**config.mk**
```make
export PLATFORM = sky130hd
export DESIGN_NAME = sprite_scheduler
export DESIGN_NICKNAME = d
export VERILOG_FILES = /design/src/rtl/sprite_scheduler.sv
export SDC_FILE = /design/constraint.sdc
export NUM_CORES = 1
export LEC_CHECK = 0
export CAP_MARGIN = 20
export CORE_ASPECT_RATIO = 1.25
export CORE_UTILIZATION = 25
export DETAILED_ROUTE_END_ITERATION = 6
export PLACE_DENSITY = 0.61
export SYNTH_ARGS = -nofsm -noshare
export SYNTH_HDL_FRONTEND = slang
export SYNTH_SLANG_ARGS = --single-unit
```
**constraint.sdc**
```tcl
create_clock -name clk -period 1.7 [get_ports clk]
set_clock_uncertainty 0.15 [all_clocks]
set_input_delay 0.34 -clock clk [delete_from_list [all_inputs] [get_ports clk]]
set_output_delay 0.34 -clock clk [all_outputs]
set_load 0.1 [all_outputs]
```
**src/rtl/sprite_scheduler.sv**
```systemverilog
`default_nettype none
// ============================================================================
// Module  : sprite_scheduler
// Purpose : Frame-paced erase/draw arbiter sharing one VGA write port among
//           N sprite engines, with overrun and engine-timeout flags.
// Rev     : 1.0
// ============================================================================
module sprite_scheduler #(
  parameter int N_SPRITES    = 3,
  parameter int FRAME_CYCLES = 833333,
  parameter int TIMEOUT      = 63
) (
  input  logic                   clk,
  input  logic                   reset,
  input  logic [N_SPRITES-1:0]   spr_enable,
  input  logic [9*N_SPRITES-1:0] spr_x,
  input  logic [8*N_SPRITES-1:0] spr_y,
  input  logic [3*N_SPRITES-1:0] spr_colour,
  input  logic [N_SPRITES-1:0]   spr_done,
  output logic [N_SPRITES-1:0]   draw_signal,
  output logic [N_SPRITES-1:0]   erase_signal,
  output logic [8:0]             vga_x,
  output logic [7:0]             vga_y,
  output logic [2:0]             vga_colour,
  output logic                   vga_plot,
  output logic                   frame_done,
  output logic                   overrun,
  output logic                   timeout_err
);

  localparam int IDX_W = (N_SPRITES > 1) ? $clog2(N_SPRITES) : 1;
  localparam int FC_W  = (FRAME_CYCLES > 1) ? $clog2(FRAME_CYCLES) : 1;
  localparam int WC_W  = (TIMEOUT > 0) ? $clog2(TIMEOUT + 1) : 1;
  localparam logic [IDX_W-1:0] LAST_IDX = IDX_W'(N_SPRITES - 1);
  localparam logic [FC_W-1:0]  FC_LAST  = FC_W'(FRAME_CYCLES - 1);
  localparam logic [WC_W-1:0]  WC_MAX   = WC_W'(TIMEOUT);

  typedef enum logic [2:0] {
    IDLE        = 3'd0,
    ERASE_ISSUE = 3'd1,
    ERASE_WAIT  = 3'd2,
    DRAW_ISSUE  = 3'd3,
    DRAW_WAIT   = 3'd4
  } state_t;

  state_t                 state_q, state_d;
  logic [IDX_W-1:0]       idx_q, idx_d;
  logic [WC_W-1:0]        wcnt_q, wcnt_d;
  logic [FC_W-1:0]        fcnt_q;
  logic                   pending_q, pending_d;
  logic [N_SPRITES-1:0]   erase_q, erase_d;
  logic [N_SPRITES-1:0]   draw_q, draw_d;
  logic                   frame_done_q, frame_done_d;
  logic                   overrun_q, overrun_d;
  logic                   timeout_q, timeout_d;

  logic                   tick;
  logic                   in_wait;
  logic                   in_draw;
  logic                   advance;

  logic [8:0] x_arr [N_SPRITES];
  logic [7:0] y_arr [N_SPRITES];
  logic [2:0] c_arr [N_SPRITES];

  for (genvar g = 0; g < N_SPRITES; g++) begin : g_unpack
    assign x_arr[g] = spr_x[9*g +: 9];
    assign y_arr[g] = spr_y[8*g +: 8];
    assign c_arr[g] = spr_colour[3*g +: 3];
  end

  assign tick    = (fcnt_q == FC_LAST);
  assign in_wait = (state_q == ERASE_WAIT) || (state_q == DRAW_WAIT);
  assign in_draw = (state_q == DRAW_ISSUE) || (state_q == DRAW_WAIT);

  always_ff @(posedge clk) begin
    if (!reset) begin
      fcnt_q <= '0;
    end else if (tick) begin
      fcnt_q <= '0;
    end else begin
      fcnt_q <= fcnt_q + 1'b1;
    end
  end

  always_ff @(posedge clk) begin
    if (!reset) begin
      state_q      <= IDLE;
      idx_q        <= '0;
      wcnt_q       <= '0;
      pending_q    <= 1'b0;
      erase_q      <= '0;
      draw_q       <= '0;
      frame_done_q <= 1'b0;
      overrun_q    <= 1'b0;
      timeout_q    <= 1'b0;
    end else begin
      state_q      <= state_d;
      idx_q        <= idx_d;
      wcnt_q       <= wcnt_d;
      pending_q    <= pending_d;
      erase_q      <= erase_d;
      draw_q       <= draw_d;
      frame_done_q <= frame_done_d;
      overrun_q    <= overrun_d;
      timeout_q    <= timeout_d;
    end
  end

  always_comb begin
    state_d      = state_q;
    idx_d        = idx_q;
    wcnt_d       = wcnt_q;
    pending_d    = pending_q;
    erase_d      = '0;
    draw_d       = '0;
    frame_done_d = 1'b0;
    overrun_d    = overrun_q;
    timeout_d    = timeout_q;
    advance      = 1'b0;

    // A tick during a pass queues at most one follow-up pass.
    if (tick && (state_q != IDLE) && !pending_q) begin
      pending_d = 1'b1;
      overrun_d = 1'b1;
    end

    case (state_q)
      IDLE: begin
        if (tick || pending_q) begin
          idx_d     = '0;
          pending_d = 1'b0;
          state_d   = ERASE_ISSUE;
        end
      end
      ERASE_ISSUE, DRAW_ISSUE: begin
        if (spr_enable[idx_q]) begin
          if (in_draw) draw_d[idx_q] = 1'b1;
          else         erase_d[idx_q] = 1'b1;
          wcnt_d  = '0;
          state_d = in_draw ? DRAW_WAIT : ERASE_WAIT;
        end else begin
          advance = 1'b1;
        end
      end
      ERASE_WAIT, DRAW_WAIT: begin
        if (spr_done[idx_q]) begin
          advance = 1'b1;
        end else if (wcnt_q == WC_MAX) begin
          advance   = 1'b1;
          timeout_d = 1'b1;
        end else begin
          wcnt_d = wcnt_q + 1'b1;
        end
      end
      default: state_d = IDLE;
    endcase

    if (advance) begin
      if (idx_q < LAST_IDX) begin
        idx_d   = idx_q + 1'b1;
        state_d = in_draw ? DRAW_ISSUE : ERASE_ISSUE;
      end else if (!in_draw) begin
        idx_d   = '0;
        state_d = DRAW_ISSUE;
      end else begin
        idx_d        = '0;
        state_d      = IDLE;
        frame_done_d = 1'b1;
      end
    end
  end

  assign erase_signal = erase_q;
  assign draw_signal  = draw_q;
  assign frame_done   = frame_done_q;
  assign overrun      = overrun_q;
  assign timeout_err  = timeout_q;
  assign vga_plot     = in_wait;
  assign vga_x        = in_wait ? x_arr[idx_q] : 9'd0;
  assign vga_y        = in_wait ? y_arr[idx_q] : 8'd0;
  assign vga_colour   = in_wait ? c_arr[idx_q] : 3'd0;

endmodule
`default_nettype wire

```
==> flow_metrics.env <==
export IMPL_ys_flop_type="dfxtp_1"
export IMPL_dp_hpwl_mm=5.799
export IMPL_r2r_setup_slack_ns=-0.34
export IMPL_slowest_stage="dfxtp_4"
export IMPL_async_flop_share=0
export IMPL_ys_warn_count=0
export IMPL_h_tree_depth=2
export IMPL_area_growth_pct=119.2
export IMPL_core_sq_um=9125
export IMPL_initial_utilization=0.2583
export IMPL_final_cell_count_no_fill=573
export IMPL_antenna_left=0
export IMPL_reg2reg_depth=8
export IMPL_drt_initial_drc_count=48
export IMPL_worstMarginPinSlew_ns=0.2787
export IMPL_nFillCells=767
export IMPL_pin_count=98
export IMPL_violations="setup timing"
export IMPL_seq_area_frac_synth=0.3482
export IMPL_outcome="finished, violations left"
export IMPL_clock_latency_ns=0.28
export IMPL_synth_area_leader_cell="dfxtp_1"
export IMPL_nets=521
export IMPL_fp_row_count=39
export IMPL_diodes=0
export IMPL_die_x_um=88.85
export IMPL_vdd_ir_drop_worst_uv=567.1
export IMPL_grt_antenna_before_repair=0
export IMPL_wl_per_cell_um=15.19
export IMPL_overflow=0
export IMPL_place_area_sq_um=4230
export IMPL_grt_setup_unrepaired="yes"
export IMPL_syn_area_per_cell_sq_um=7.991
export IMPL_grt_max_degree=20
export IMPL_crit_arrival_ns=1.59
export IMPL_gp_congestion=0.8016
export IMPL_grt_pass1_vias=2787
export IMPL_clock_path_buffers=2
export IMPL_r2r_end="state_q[0]"
export IMPL_yosysMostFrequentCell="nor2_1"
export IMPL_cts_tree="built"
export IMPL_routed_wirelength_mm=8.706
export IMPL_synth_area_leaders="dfxtp_1 35%, nor2_1 11%, mux2i_1 9.3%"
export IMPL_clk_transition_reported_paths_ns=0.06
export IMPL_hold_viol=0
export IMPL_fmax_ghz=0.4807
export IMPL_cts_inserted_buffers=5
export IMPL_crit_type="register to primary output"
export IMPL_synth_commonest_cells="66 x nor2_1, 41 x dfxtp_1, 26 x a21oi_1"
export IMPL_setup_tns_ns=-10.85
export IMPL_hold_path_class="register to register"
export IMPL_min_from="pending_q"
export IMPL_min_period_ns=2.080
export IMPL_drv_slew=0
export IMPL_synth_top_cell_area_share=0.3482
export IMPL_grt_use_total=0.1666
export IMPL_synth_area_sq_um=2357
export IMPL_synth_nets=367
export IMPL_worstPathMaxFanout=9
export IMPL_numPortBuffers=97
export IMPL_whs_endpoint="pending_q"
export IMPL_placed_cells=538
export IMPL_drv_cap=0
export IMPL_cpMostUsedCell="buf_12"
export IMPL_post_route_period_util=1.224
export IMPL_cts_root_buf="clkbuf_16"
export IMPL_design_area_sq_um=5167
export IMPL_holdBufCountCts=0
export IMPL_drive_gt1_frac=0.4489
export IMPL_ys_ff_latch=41
export IMPL_first_pass_iters=4
export IMPL_synthCells=295
export IMPL_required_ns=1.21
export IMPL_total_power_w=0.002320
export IMPL_max_stage_delay_ns=0.36
export IMPL_worst_slack_ns=-0.3805
export IMPL_setup_violations=37
export IMPL_min_delay_path_depth=2
export IMPL_power_density_nw_per_um2=449.0
export IMPL_synth_cell_types=44
export IMPL_vias=2778
export IMPL_fin_util=0.5663
export IMPL_die_area_sq_um=9824
export IMPL_max_slew_margin=0.8136
export IMPL_cts_sinks=41
export IMPL_drc=0
export IMPL_r2r_start="idx_q[0]"
export IMPL_p_leak_nw=1.892
export IMPL_synth_edf_count=0
export IMPL_worstPathCellList="xnor2_4 > or2_4 > buf_12 > nor2_4 > buf_12"
export IMPL_grt_pass1_wl_mm=12.90
export IMPL_avgViaCountPerCell=4.848
export IMPL_die_h_um=110.6
export IMPL_end_kind="primary output"
export IMPL_cp_start_kind="register"
registers in the layout, indices dropped and copies added (netlist names):
| name | flops |
|---|---|
| fcnt_q | 20 |
| state_q | 3 |
| overrun | 1 |
| erase_signal | 3 |
| wcnt_q | 6 |
| draw_signal | 3 |
| idx_q | 2 |
| pending_q | 1 |
| frame_done | 1 |
| timeout_err | 1 |
stage by stage:
step / setup WS, ns / hold WS [ns]
2_1_floorplan: -0.2743 / 0.2755
3_3_place_gp: -0.4475 / 0.3134
3_5_place_dp: -0.4620 / 0.3223
4_1_cts: -0.3716 / 0.3409
5_1_grt: -0.4465 / 0.3663
6_report: -0.3805 / 0.3465
report_power, final:
group	switching [W]	internal, W	total, W
Sequential	0.00000426	0.000964	0.000968
Combinational	0.000135	0.000223	0.000358
Clock	0.000373	0.000621	0.000994
area by class of cell:
| type | count | area [sq um] | area share |
|---|---|---|---|
| Multi-Input combinational cell | 231 | 1977 | 0.3826 |
| Tap cell | 123 | 153.9 | 0.02978 |
| Clock inverter | 1 | 5.005 | 0.0009685 |
| Clock buffer | 7 | 152.6 | 0.02954 |
| Sequential cell | 41 | 832.0 | 0.1610 |
| Inverter | 6 | 30.03 | 0.005811 |
| Timing Repair Buffer | 164 | 2017 | 0.3903 |
logic make-up after synthesis:
family | share of synthesized area
simple gates | 0.2781
fa+ha+maj | 0.02123
mux | 0.1030
compound gates | 0.1285
buf+inv | 0.04671
xor+xnor | 0.07431
flops | 0.3482
worst max path at each step:
stage                             start  slack, ns            end  cells past startpoint
final                        state_q[1]      -0.38       vga_x[0]                      5
after global routing           idx_q[0]      -0.45       vga_y[1]                      7
after CTS                      idx_q[0]      -0.37       vga_y[6]                      7
after detailed placement  spr_enable[1]      -0.46      wcnt_q[1]                      7
after global placement    spr_enable[1]      -0.45      wcnt_q[1]                      7
after floorplan              state_q[1]      -0.27  vga_colour[0]                      5
layout by cell type (no fill, tap or decap), drive strengths merged, types with 2 or more instances in the layout:
| cell | n |
|---|---|
| and3 | 10 |
| a2bb2oi | 2 |
| or3 | 4 |
| a21oi | 26 |
| nor2 | 66 |
| dfxtp | 41 |
| clkbuf | 12 |
| o21ai | 4 |
| xnor2 | 4 |
| nand2 | 17 |
| nor4b | 2 |
| nor4 | 3 |
| a32oi | 2 |
| clkdlybuf4s50 | 67 |
| nand4 | 9 |
| o2bb2ai | 2 |
| nand3 | 12 |
| xor2 | 16 |
| ha | 4 |
| nor3 | 6 |
| buf | 92 |
| o31ai | 2 |
| mux2i | 23 |
| inv | 6 |
| and2 | 3 |
critical path: cells and delay by family, from the launching register on:
kind	cells	cell delay, ns
XOR/XNOR	1	0.14
buffers and inverters	2	0.36
flip-flops	1	0.36
AND/OR/NAND/NOR	2	0.44
per-layer routing:
metal / track usage / part of all wire / vias to the layer above
met5: 0 / 0 / -
met4: 0.05914 / 0.033 / 0
met3: 0.02691 / 0.065 / 19
met2: 0.3128 / 0.53 / 101
met1: 0.1809 / 0.38 / 1327
li1: - / - / 1331
repair_timing:
| action | 4_1_cts | 5_1_grt |
|---|---|---|
| buffers inserted | 15 | 7 |
| gates cloned | 2 | 6 |
| hold endpoints to repair | 0 | 0 |
| pin swaps | 15 | 29 |
| endpoints found under the setup margin | 37 | 61 |
| resized for setup | 51 | 59 |
(Power assumes the default switching activity.)
